**src/rtl/stack_ctrl_pkg.sv**
```systemverilog
// ----------------------------------------------------------------------------
// stack_ctrl_pkg : opcodes, FSM states, ALU and fault codes for the stack
//                  machine multicycle controller.
// Revision: 1.0 - initial release
// ----------------------------------------------------------------------------
`default_nettype none

package stack_ctrl_pkg;

  localparam logic [3:0] c_OP_ADD  = 4'd0;
  localparam logic [3:0] c_OP_SUB  = 4'd1;
  localparam logic [3:0] c_OP_AND  = 4'd2;
  localparam logic [3:0] c_OP_NOT  = 4'd3;
  localparam logic [3:0] c_OP_PUSH = 4'd4;
  localparam logic [3:0] c_OP_POP  = 4'd5;
  localparam logic [3:0] c_OP_JZ   = 4'd6;
  localparam logic [3:0] c_OP_JMP  = 4'd7;
  localparam logic [3:0] c_OP_NOP  = 4'd8;
  localparam logic [3:0] c_OP_HALT = 4'd9;
  localparam int         c_OP_COUNT = 10;

  typedef enum logic [3:0] {
    FETCH, DECODE, JMP, JZ, PUSH_RD, PUSH_WR, POP_A, LDA,
    POP_WR, POP_B, LDB, ALU, NOT_ALU, PUSH_RES, HALT, FAULT
  } state_t;

  localparam logic [1:0] c_ALU_ADD = 2'b00;
  localparam logic [1:0] c_ALU_SUB = 2'b01;
  localparam logic [1:0] c_ALU_AND = 2'b10;
  localparam logic [1:0] c_ALU_NOT = 2'b11;

  localparam logic [2:0] c_FC_NONE      = 3'b000;
  localparam logic [2:0] c_FC_UNDERFLOW = 3'b001;
  localparam logic [2:0] c_FC_OVERFLOW  = 3'b010;
  localparam logic [2:0] c_FC_ILLEGAL   = 3'b011;
  localparam logic [2:0] c_FC_TIMEOUT   = 3'b100;

  typedef struct packed {
    logic       ldA;
    logic       ldB;
    logic       push;
    logic       pop;
    logic       tos;
    logic       IRWrite;
    logic       memWrite;
    logic       memRead;
    logic       pcWriteCond;
    logic       pcWrite;
    logic       pcSrc;
    logic       IorD;
    logic       srcA;
    logic       srcB;
    logic       MtoS;
    logic [1:0] ALUop;
  } ctl_t;

  function automatic logic is_mem_state(state_t s);
    return (s == FETCH) || (s == PUSH_RD) || (s == POP_WR);
  endfunction

endpackage

`default_nettype wire

```
**src/rtl/stack_depth_tracker.sv**
```systemverilog
// ----------------------------------------------------------------------------
// stack_depth_tracker : stack occupancy counter with operand-check flags.
// Revision: 1.0 - initial release
// ----------------------------------------------------------------------------
`default_nettype none

module stack_depth_tracker
  import stack_ctrl_pkg::*;
#(
  parameter int  DEPTH = 16,
  localparam int DW    = $clog2(DEPTH + 1)
) (
  input  logic          clk,
  input  logic          rst,
  input  logic          inc,
  input  logic          dec,
  output logic [DW-1:0] depth,
  output logic          has1,
  output logic          has2,
  output logic          full
);

  logic [DW-1:0] r_depth;

  always_ff @(posedge clk or negedge rst) begin
    if (!rst) begin
      r_depth <= '0;
    end else if (inc && !dec) begin
      r_depth <= r_depth + DW'(1);
    end else if (dec && !inc) begin
      r_depth <= r_depth - DW'(1);
    end
  end

  assign depth = r_depth;
  assign has1  = (r_depth != '0);
  assign has2  = (r_depth > DW'(1));
  assign full  = (r_depth == DW'(DEPTH));

endmodule

`default_nettype wire

```
**src/rtl/stack_mc_ctrl_p.sv**
```systemverilog
// ----------------------------------------------------------------------------
// stack_mc_ctrl_p : multicycle fetch/decode/execute controller for the stack
//                   datapath with memory handshake, occupancy and fault tracking.
// Revision: 1.0 - initial release
// ----------------------------------------------------------------------------
`default_nettype none

module stack_mc_ctrl_p
  import stack_ctrl_pkg::*;
#(
  parameter int  OP_W        = 4,
  parameter int  DEPTH       = 16,
  parameter int  MEM_TIMEOUT = 15,
  localparam int DW          = $clog2(DEPTH + 1)
) (
  input  logic            clk,
  input  logic            rst,
  input  logic [OP_W-1:0] op,
  input  logic            mem_ready,
  output logic            ldA,
  output logic            ldB,
  output logic            push,
  output logic            pop,
  output logic            tos,
  output logic            IRWrite,
  output logic            memWrite,
  output logic            memRead,
  output logic            pcWriteCond,
  output logic            pcWrite,
  output logic            pcSrc,
  output logic            IorD,
  output logic            srcA,
  output logic            srcB,
  output logic            MtoS,
  output logic [1:0]      ALUop,
  output logic [DW-1:0]   depth,
  output logic            fault,
  output logic [2:0]      fault_code,
  output logic            halted
);

  localparam int WW = $clog2(MEM_TIMEOUT + 1);

  state_t        r_state;
  state_t        w_next;
  logic [WW-1:0] r_wait;
  logic [2:0]    r_code;
  logic [2:0]    w_code;
  ctl_t          w_ctl;
  ctl_t          w_out;
  logic          w_has1;
  logic          w_has2;
  logic          w_full;
  logic          w_illegal;
  logic          w_timeout;
  logic [3:0]    w_op;

  assign w_op      = op[3:0];
  assign w_illegal = (op >= OP_W'(c_OP_COUNT));
  // The counter sits at MEM_TIMEOUT for one cycle; mem_ready in that cycle still completes.
  assign w_timeout = (r_wait == WW'(MEM_TIMEOUT));

  stack_depth_tracker #(
    .DEPTH (DEPTH)
  ) u_depth (
    .clk   (clk),
    .rst   (rst),
    .inc   (w_ctl.push),
    .dec   (w_ctl.pop),
    .depth (depth),
    .has1  (w_has1),
    .has2  (w_has2),
    .full  (w_full)
  );

  always_ff @(posedge clk or negedge rst) begin
    if (!rst) begin
      r_state <= FETCH;
      r_code  <= c_FC_NONE;
      r_wait  <= '0;
    end else begin
      r_state <= w_next;
      r_code  <= w_code;
      if (w_next != r_state) begin
        r_wait <= '0;
      end else if (is_mem_state(r_state) && !mem_ready) begin
        r_wait <= r_wait + WW'(1);
      end
    end
  end

  always_comb begin
    w_next = r_state;
    w_code = r_code;
    case (r_state)
      FETCH, PUSH_RD, POP_WR: begin
        if (mem_ready) begin
          w_next = (r_state == FETCH) ? DECODE : (r_state == PUSH_RD) ? PUSH_WR : FETCH;
        end else if (w_timeout) begin
          w_next = FAULT;
          w_code = c_FC_TIMEOUT;
        end
      end
      DECODE: begin
        if (w_illegal) begin
          w_next = FAULT;
          w_code = c_FC_ILLEGAL;
        end else begin
          case (w_op)
            c_OP_ADD, c_OP_SUB, c_OP_AND: begin
              w_next = w_has2 ? POP_A : FAULT;
              w_code = w_has2 ? r_code : c_FC_UNDERFLOW;
            end
            c_OP_NOT, c_OP_POP: begin
              w_next = w_has1 ? POP_A : FAULT;
              w_code = w_has1 ? r_code : c_FC_UNDERFLOW;
            end
            c_OP_JZ: begin
              w_next = w_has1 ? JZ : FAULT;
              w_code = w_has1 ? r_code : c_FC_UNDERFLOW;
            end
            c_OP_PUSH: begin
              w_next = w_full ? FAULT : PUSH_RD;
              w_code = w_full ? c_FC_OVERFLOW : r_code;
            end
            c_OP_JMP:  w_next = JMP;
            c_OP_NOP:  w_next = FETCH;
            c_OP_HALT: w_next = HALT;
            default: begin
              w_next = FAULT;
              w_code = c_FC_ILLEGAL;
            end
          endcase
        end
      end
      JMP, JZ, PUSH_WR, PUSH_RES: w_next = FETCH;
      POP_A:    w_next = LDA;
      LDA:      w_next = (w_op == c_OP_POP) ? POP_WR : (w_op == c_OP_NOT) ? NOT_ALU : POP_B;
      POP_B:    w_next = LDB;
      LDB:      w_next = ALU;
      ALU, NOT_ALU: w_next = PUSH_RES;
      HALT, FAULT:  w_next = r_state;
      default:  w_next = FAULT;
    endcase
  end

  always_comb begin
    w_ctl = '0;
    case (r_state)
      FETCH: begin
        w_ctl.memRead = 1'b1;
        w_ctl.srcA    = 1'b1;
        w_ctl.srcB    = 1'b1;
        w_ctl.ALUop   = c_ALU_ADD;
        w_ctl.IRWrite = mem_ready;
        w_ctl.pcWrite = mem_ready;
      end
      DECODE:   w_ctl.tos = 1'b1;
      JMP: begin
        w_ctl.pcWrite = 1'b1;
        w_ctl.pcSrc   = 1'b1;
      end
      JZ: begin
        w_ctl.pcWriteCond = 1'b1;
        w_ctl.pcSrc       = 1'b1;
      end
      PUSH_RD: begin
        w_ctl.memRead = 1'b1;
        w_ctl.IorD    = 1'b1;
      end
      PUSH_WR: begin
        w_ctl.push = 1'b1;
        w_ctl.MtoS = 1'b1;
      end
      POP_A, POP_B: w_ctl.pop = 1'b1;
      LDA:      w_ctl.ldA = 1'b1;
      POP_WR: begin
        w_ctl.memWrite = 1'b1;
        w_ctl.IorD     = 1'b1;
      end
      LDB:      w_ctl.ldB = 1'b1;
      ALU:      w_ctl.ALUop = op[1:0];
      NOT_ALU:  w_ctl.ALUop = c_ALU_NOT;
      PUSH_RES: w_ctl.push = 1'b1;
      default:  w_ctl = '0;
    endcase
  end

  // FETCH outputs depend on mem_ready, so gate everything while reset is held.
  assign w_out = rst ? w_ctl : '0;

  assign ldA         = w_out.ldA;
  assign ldB         = w_out.ldB;
  assign push        = w_out.push;
  assign pop         = w_out.pop;
  assign tos         = w_out.tos;
  assign IRWrite     = w_out.IRWrite;
  assign memWrite    = w_out.memWrite;
  assign memRead     = w_out.memRead;
  assign pcWriteCond = w_out.pcWriteCond;
  assign pcWrite     = w_out.pcWrite;
  assign pcSrc       = w_out.pcSrc;
  assign IorD        = w_out.IorD;
  assign srcA        = w_out.srcA;
  assign srcB        = w_out.srcB;
  assign MtoS        = w_out.MtoS;
  assign ALUop       = w_out.ALUop;

  assign fault       = (r_state == FAULT);
  assign fault_code  = r_code;
  assign halted      = (r_state == HALT);

endmodule

`default_nettype wire

```
**config.mk**
```make
export PLATFORM = sky130hd
export DESIGN_NAME = stack_mc_ctrl_p
export DESIGN_NICKNAME = d
export VERILOG_FILES = /design/src/rtl/stack_ctrl_pkg.sv /design/src/rtl/stack_depth_tracker.sv /design/src/rtl/stack_mc_ctrl_p.sv
export SDC_FILE = /design/constraint.sdc
export NUM_CORES = 1
export LEC_CHECK = 0
export ABC_AREA = 1
export CAP_MARGIN = 20
export CORE_AREA = 3 3 74 48
export DETAILED_ROUTE_END_ITERATION = 10
export DIE_AREA = 0 0 77 51
export GPL_TIMING_DRIVEN = 0
export PLACE_DENSITY_LB_ADDON = 0.08
export SLEW_MARGIN = 20
export SYNTH_ARGS = -nofsm -noshare
export SYNTH_HDL_FRONTEND = slang
export SYNTH_SLANG_ARGS = --single-unit
```
**constraint.sdc**
```tcl
create_clock -name clk -period 3.88 [get_ports clk]
set_input_delay 1.164 -clock clk [delete_from_list [all_inputs] [get_ports clk]]
set_output_delay 1.164 -clock clk [all_outputs]
set_load 0.01 [all_outputs]
```
==> results of run 1 <==
cells in the final DEF (no fill, tap or decap), types with 5 or more instances in the layout:
cell | synthesis | final
a21oi_1 | 7 | 7
nand3_1 | 13 | 13
nand2_2 | 5 | 5
nor3_1 | 13 | 13
ha_1 | 6 | 6
nor2_1 | 30 | 30
inv_1 | 31 | 31
nand2_1 | 53 | 53
o21ai_0 | 9 | 9
nand4_1 | 9 | 9
dfrtp_1 | 16 | 16
clkdlybuf4s50_1 | 0 | 30
xor2_1 | 7 | 7
layer usage:
layer | wire (µm) | track usage, %
met1 | 2070 | 34.1
met2 | 1420 | 29.9
met3 | 287 | 2.11
met4 | 17 | 4.44
met5 | 0 | 0
layout make-up:
| type | count | area, µm² |
|---|---|---|
| buffer | 5 | 36.3 |
| clock buffer | 4 | 55.1 |
| fill | 277 | 1000 |
| inverter | 35 | 131 |
| multi-input combinational | 169 | 873 |
| sequential | 16 | 400 |
| tap | 42 | 52.6 |
| timing repair buffer | 32 | 320 |
registers in the layout, indices dropped and copies added, names as in the netlist:
name,flops
u_depth.depth,5
r_state,4
r_wait,4
fault_code,3
power by group:
group | leakage, nW | internal [mW] | switching (mW) | total, mW
sequential | 0.203 | 0.167 | 0.000210 | 0.167
combinational | 0.718 | 0.0152 | 0.0289 | 0.0441
clock | 0.0288 | 0.0901 | 0.0627 | 0.153
total | 0.950 | 0.273 | 0.0918 | 0.364
kinds of logic (layout without fill, tap and decap cells):
kind of cell	Yosys count	count (layout)	share of synthesized area, %
compound gates	24	24	9.47
buf+inv	40	76	11.6
simple gates	130	130	40.4
xor+xnor	8	8	4.87
fa+ha+maj	6	6	5.21
flops	16	16	27.8
mux	1	1	0.695
final timing paths:
check / startpoint / endpoint / slack, ns / depth (start not counted)
worst max-delay path: op[0] / ALUop[0] / 0.17 / 4
worst min-delay path: fault_code[0] / fault_code[0] / 0.48 / 2
worst max register to register: r_state[2] / u_depth.depth[2] / 1.92 / 9
worst min register to register: fault_code[0] / fault_code[0] / 0.48 / 2
max in group asynchronous: rst / u_depth.depth[2] / 2.99 / 1
min in group asynchronous: rst / r_wait[1] / 0.73 / 1
per-stage QoR:
stage	hold slack [ns]	setup WS (ns)	util [%]
CTS	0.485	0.0738	64.9
detailed placement	0.468	-0.852	63.1
global route	0.532	0.0691	65.1
finish	0.485	0.173	65.1
floorplan	0.512	0.785	-
global placement	0.466	-0.871	63.1
worst reg2reg max path: cells and delay by family (launching register included):
| family | cells | cell delay [ns] |
|---|---|---|
| adder cells (fa/ha/maj) | 1 | 0.36 |
| AND/OR/NAND/NOR | 3 | 0.47 |
| AO/OA/AOI/OAI | 2 | 0.20 |
| flip-flops | 1 | 0.42 |
| buffers and inverters | 2 | 0.26 |
| XOR/XNOR | 1 | 0.15 |
repair_timing:
action,4_1_cts,5_1_grt
setup endpoints to repair,17,5
resized for setup,7,3
hold buffers,0,0
endpoints found under the hold margin,0,0
buffers inserted,0,0
==> metrics.txt, run 1 <==
Setup CP Type input pin to output pin; Clock Root Buffer clkbuf_8; leakage power total 0.950 nW; clk sink count 16; core area 2870 µm²; routability cong. 0.920; final worst path period share 95.5%; register area share after synthesis 27.8%; Ports 34; placed insts 299; share of the synthesized area in the top cell type 27.8%; Power per Cell Area 195 nW/µm²; grt ovf 0; critical path startpoint category input pin; Layout Cells excl Fill 303; Worst Path Arrival 2.54 ns; outcome complete, no violations; Clock Pin Slew Worst Setup and Hold Paths 0.07 ns; register bit total from synthesis 16; Worst EP required 2.72 ns; initial DRC count 111; clk_skew 0.00403 ns; number of diodes 0; first-pass GRT wire length 6660 µm; fraction of layout cells with a size suffix above 1 9.58%; most frequent CP cell clkdlybuf4s50_1; GRT Total Usage 21.2%; area of the mapped netlist 1440 µm²; Setup violations, final 0; Final Hold Fails 0; pin count of the biggest net entering global routing 19; slew of the pin with the lowest slew margin 0.374 ns; Initial Util 50.2%; num rows 15; die area 3930 µm²; final WL 3800 µm; Critical Path Fanout Max 5; IO Port Bufs 32; Final Critical Period 3.71 ns; Post-DP HPWL 2990 µm; vias in the first global route 1431; worst rel slew slack 74.9%; Placement Cell Area 1810 µm²; Setup crit end kind output pin; wire per inst 12.5 µm; CTS tree built; Area contributors post-synth dfrtp_1 28%, nand2_1 14%, inv_1 8.1%, nor2_1 7.8%, ha_1 5.2%; highest clock rate 270 MHz; Worst VDD drop 0.115 mV; Slew Limit Fails 0; cells along the critical path clkdlybuf4s50_1 -> inv_1 -> a21oi_1 -> clkdlybuf4s50_1; Remaining DRCs 0; Design Power 0.364 mW; area delta synth->final 29.8%; synthesized net count 238; final instance area 1870 µm²; deepest clock path buffer count 2; antenna violations before repair 0; crit path buf inv count 3; TritonCTS buffer count 3; Final ANT Viol Nets 0; clk_lat worst skew 0.25 ns; number of max-cap violations 0; Main synth FF type dfrtp_1; Yosys top cell by area dfrtp_1; CP max stage cell clkdlybuf4s50_1; post-synthesis cell count 225; number of synthesized flops with an enable pin 0; Worst path max stage delay 0.56 ns; Distinct cells, synth 29; RSZ-0062 raised after global routing no; H-tree depth 1; router iterations before antenna repair 5; Synth Warn # 0; via count 1541; Layout Nets 275; FFs w/ async S/R, synth 100%; Crit path max-delay family buffers and inverters; HP Class flip-flop to flip-flop; DR vias/cell 5.09; die extent in y 51 µm; synthesized area per cell 6.40 µm²; Synth top cells by count 53 x nand2_1, 31 x inv_1, 30 x nor2_1, 16 x dfrtp_1; dominant cell by count in the synthesized netlist nand2_1; Setup TNS 0 ns; die width 77 µm
No activity file was read; power rests on OpenSTA's default activity.
==> run 2: changes to the inputs <==
CORE_AREA = 3 3 71 47   (was 3 3 74 48)
DIE_AREA = 0 0 74 50   (was 0 0 77 51)
==> metrics.txt, run 2 (synthesis results as in run 1) <==
area delta synth->final 29.1%; Sw Pwr 0.0925 mW (+0.73%); deepest clock path buffer count 2 (unchanged); clk_lat worst skew 0.26 ns (about the same); Fillers 259 (-6.5%); via count 1561 (+1.3%); leakage power total 0.950 nW (unchanged); Clock Root Buffer clkbuf_8; die width 74 µm (-3.9%); Slew Limit Fails 0 (unchanged); routability cong. 0.900 (-2.2%); HP Class flip-flop to flip-flop; crit path from op[0]; num rows 15 (unchanged); final instance area 1860 µm² (-0.54%); Worst path max stage delay 0.55 ns (about the same); switching share of power 25.3% (+0.13 points); die area 3700 µm² (-5.8%); number of diodes 0 (unchanged); DR vias/cell 5.29 (+4.0%); first-pass GRT wire length 6230 µm (-6.4%); final worst path period share 95.4% (-0.16 points); clk sink count 16 (unchanged); final WL 3720 µm (-2.0%); fraction of layout cells with a size suffix above 1 9.58% (unchanged); Design Power 0.365 mW (+0.22%); Critical Path Fanout Max 5 (unchanged); router iterations before antenna repair 4 (-1); CP max stage cell clkdlybuf4s50_1; Final ANT Viol Nets 0 (unchanged); Final Critical Period 3.70 ns (-0.00628 ns); clk_skew 0.00237 ns (-0.00166 ns); worst reg2reg startpoint r_state[0]; number of max-cap violations 0 (unchanged); Clock Pin Slew Worst Setup and Hold Paths 0.07 ns (about the same); grt ovf 0 (unchanged); Setup TNS 0 ns (unchanged); Hold Crit Start fault_code[1]; Setup CP Type input pin to output pin; Final Hold Fails 0 (unchanged); vias in the first global route 1343 (-6.1%); Worst Path Arrival 2.54 ns (about the same); GRT Total Usage 21.9% (+0.72 points); Worst VDD drop 0.134 mV (+17%); H-tree depth 1 (unchanged); pin count of the biggest net entering global routing 19 (unchanged); Ports 34 (unchanged); CTS tree built; slew of the pin with the lowest slew margin 0.332 ns (-0.0420 ns); antenna violations before repair 0 (unchanged); critical path startpoint category input pin; Placement Cell Area 1800 µm² (-0.55%); DP Worst Slack -0.865 ns (-0.0126 ns); Setup violations, final 0 (unchanged); power share of the clock group 42.2% (+0.2 points); wire per inst 12.6 µm (+0.63%); TritonCTS buffer count 3 (unchanged); hold_buf cts 0 (unchanged); Worst EP required 2.72 ns (about the same); die extent in y 50 µm (-2.0%); Largest register FFs 5 (unchanged); Layout Nets 275 (unchanged); Initial Util 52.2% (+2.0 points); Post-DP HPWL 2950 µm (-1.4%); RSZ-0062 raised after global routing no; outcome complete, no violations; highest clock rate 270 MHz (+0.17%); Int Pwr 0.273 mW (about the same); initial DRC count 123 (+11%); Sequential Power Share 45.9% (about the same); most common cell after layout, fill and taps aside nand2_1; core area 2760 µm² (-3.9%); Gate power share 11.9% (-0.2 points); Power per Cell Area 196 nW/µm² (+0.76%); Remaining DRCs 0 (unchanged); Setup Fix Bufs, Post-CTS 0 (unchanged); worst rel slew slack 77.3% (+2.4 points); setup ws final 0.180 ns (+0.00628 ns); commonest cells after routing, fill and taps aside 53 x nand2_1, 31 x inv_1, 30 x nor2_1, 30 x clkdlybuf4s50_1, 16 x dfrtp_1; cells along the critical path clkdlybuf4s50_1 -> inv_1 -> a21oi_1 -> clkdlybuf4s50_1; IO Port Bufs 32 (unchanged); Setup crit end kind output pin; most frequent CP cell clkdlybuf4s50_1
## run 2: timing repair
action,CTS,global route
endpoints found under the setup margin,17,1
pin swaps,0,0
gates resized for setup,8,1
## run 2: final cells by class
type	instances	area (µm²)	share of cell area, %
Multi-Input combinational cell	169	873	47.0
Sequential cell	16	400	21.5
Timing Repair Buffer	32	320	17.2
Inverter	35	131	7.07
Clock buffer	4	55.1	2.96
Tap cell	34	42.5	2.29
Buffer	5	36.3	1.95
## run 2: stage by stage
step / util (%) / hold WS (ns) / std cells
after detailed placement: 65.4 / 0.474 / 291
after global routing: 67.4 / 0.516 / 295
final: 67.4 / 0.487 / 295
after floorplan: - / 0.512 / 225
after global placement: 65.4 / 0.468 / 291
after CTS: 67.3 / 0.490 / 295
## run 2: final timing paths
check / to / slack (ns) / depth (start not counted)
min reg2reg: fault_code[1] / 0.49 / 2
min: fault_code[1] / 0.49 / 2
max: ALUop[0] / 0.18 / 4
max reg2reg: u_depth.depth[2] / 1.93 / 11
max in group asynchronous: r_state[0] / 2.98 / 1
min in group asynchronous: u_depth.depth[4] / 0.73 / 1
## run 2: power by group through the flow
stage | Clock [mW] | Sequential (mW) | Combinational [mW]
2_1_floorplan | 0 | 0.171 | 0.0244
6_report | 0.154 | 0.167 | 0.0434
3_3_place_gp | 0 | 0.171 | 0.0426
5_1_grt | 0.163 | 0.167 | 0.0486
3_5_place_dp | 0 | 0.171 | 0.0424
4_1_cts | 0.158 | 0.167 | 0.0426
## run 2: critical path, delay by kind of cell
kind / cells / cell delay [ns]
buf+inv: 3 / 1.22
compound gates: 1 / 0.15
## run 2: metal layers
layer  global-route usage, %  vias to the layer above  routed length, µm
li1                        -                      802                  -
met1                    35.5                      695               2070
met2                    27.9                       59               1350
met3                    3.05                        5                240
met4                    8.13                        0                 58
met5                       0                        -                  0
==> run 3: changes to the inputs <==
CORE_AREA = 5 5 73 49   (was 3 3 71 47)
DIE_AREA = 0 0 78 54   (was 0 0 74 50)
PLACE_DENSITY = 0.82   (was default)
PLACE_DENSITY_LB_ADDON = default   (was 0.08)
==> metrics.txt, run 3 (synthesis results as in run 1) <==
fraction of layout cells with a size suffix above 1 9.58% (unchanged); WHS Path Cells 2 (unchanged); hold_buf cts 0 (unchanged); Setup Fix Bufs, Post-CTS 0 (unchanged); Worst path max stage delay 0.56 ns (about the same); Slew Limit Fails 0 (unchanged); Worst VDD drop 0.124 mV (-8.0%); most common cell after layout, fill and taps aside nand2_1; Final Util 63.3% (-4.1 points); vias in the first global route 1453 (+8.2%); Final Critical Period 3.73 ns (+0.0344 ns); initial DRC count 78 (-37%); Final Hold Fails 0 (unchanged); Worst Hold End fault_code[0]; number of max-cap violations 0 (unchanged); final worst path period share 96.3% (+0.89 points); most frequent CP cell clkdlybuf4s50_1; wire per inst 12.8 µm (+1.1%); Post-DP HPWL 3020 µm (+2.4%); commonest cells after routing, fill and taps aside 53 x nand2_1, 31 x inv_1, 30 x nor2_1, 30 x clkdlybuf4s50_1, 16 x dfrtp_1; setup ws final 0.145 ns (-0.0344 ns); clk_skew 0.00567 ns (+0.00330 ns); first-pass GRT wire length 6520 µm (+4.7%); Ports 34 (unchanged); die width 78 µm (+5.4%); IO Port Bufs 32 (unchanged); Clock Root Buffer clkbuf_8; router iterations before antenna repair 4 (unchanged); clk_lat worst skew 0.25 ns (about the same); Worst EP required 2.72 ns (about the same); Fillers 261 (+0.77%); Power per Cell Area 194 nW/µm² (-1.1%); deepest clock path buffer count 2 (unchanged); grt ovf 0 (unchanged); multi-input logic area 873 µm² (unchanged); RSZ-0062 raised after global routing no; highest clock rate 268 MHz (-0.92%); Setup CP Type input pin to output pin; critical path startpoint category input pin; RR Endpoint u_depth.depth[2]; number of diodes 0 (unchanged); via count 1559 (-0.13%); R2R depth 11 (unchanged); Layout Nets 275 (unchanged); Largest register FFs 5 (unchanged); storage element area 400 µm² (unchanged); CP max stage cell clkdlybuf4s50_1; Initial Util 48.9% (-3.3 points); Setup crit end kind output pin; crit path from op[0]; outcome complete, no violations; Setup violations, final 0 (unchanged); CTS tree built; antenna violations before repair 0 (unchanged); leakage power total 0.950 nW (unchanged); DR vias/cell 5.25 (-0.80%); Final ANT Viol Nets 0 (unchanged); H-tree depth 1 (unchanged); Hold Crit Start fault_code[0]; worst rel slew slack 76.4% (-0.95 points); area delta synth->final 29.3%; num rows 16 (+1); Worst Path Arrival 2.57 ns (+0.03 ns); die extent in y 54 µm (+8.0%); pin count of the biggest net entering global routing 19 (unchanged); DP Worst Slack -0.864 ns (+0.000669 ns); final WL 3790 µm (+1.8%); TritonCTS buffer count 3 (unchanged); R2R setup slack 1.89 ns (-0.04 ns); clk sink count 16 (unchanged); worst reg2reg startpoint r_state[0]; die area 4210 µm² (+14%); Remaining DRCs 0 (unchanged); GRT Total Usage 19.3% (-2.6 points); core area 2940 µm² (+6.7%); cells along the critical path clkdlybuf4s50_1 -> inv_1 -> a21oi_1 -> clkdlybuf4s50_1; HP Class flip-flop to flip-flop; routability cong. 0.920 (+2.3%); Critical Path Fanout Max 5 (unchanged); Clock Pin Slew Worst Setup and Hold Paths 0.07 ns (about the same); slew of the pin with the lowest slew margin 0.352 ns (+0.0202 ns)
## run 3: cell counts in the layout (fill, tap and decap cells not counted)
No cell type changed its count.
## run 3: cell type report
class	count	share of cell area [%]
Buffer	5	1.95
Inverter	35	7.06
Sequential cell	16	21.5
Clock buffer	4	2.96
Multi-Input combinational cell	169	46.9
Tap cell	36	2.42
Timing Repair Buffer	32	17.2
## run 3: how the worst max path moves through the flow
stage / end / cells after the start
2_1_floorplan: pcWrite / 2
3_3_place_gp: pcWriteCond / 5
3_5_place_dp: srcB / 6
4_1_cts: srcB / 6
5_1_grt: ALUop[0] / 4
6_report: ALUop[0] / 4
## run 3: metal layers
metal	global-route usage (%)	vias to the layer above	routed length, µm
li1	-	800	-
met1	29.4	700	2020
met2	27.4	52	1500
met3	2.17	7	221
met4	7.58	0	49
met5	0	-	0
## run 3: critical path: cells and delay by family
family          cells  cell delay, ns
buf+inv             3            1.23
compound gates      1            0.17
## run 3: repair_timing
action | 4_1_cts | 5_1_grt
resized for setup | 8 | 1
cloned | 0 | 0
setup endpoints to repair | 17 | 1
## run 3: per-stage QoR
step | instances | instance area [µm²] | TNS (ns) | power [mW] | hold WS, ns
final | 297 | 1860 | 0 | 0.361 | 0.483
after global routing | 297 | 1860 | 0 | 0.376 | 0.510
after CTS | 297 | 1860 | 0 | 0.364 | 0.491
after detailed placement | 293 | 1810 | -12.07 | 0.213 | 0.472
after global placement | 293 | 1810 | -11.97 | 0.213 | 0.467
after floorplan | 225 | 1440 | 0 | 0.195 | 0.512
## run 3: power by group
part,leakage [nW],internal [mW],switching [mW]
clock network,0.0288,0.0901,0.0601
logic,0.718,0.0152,0.0286
registers,0.203,0.167,0.000216
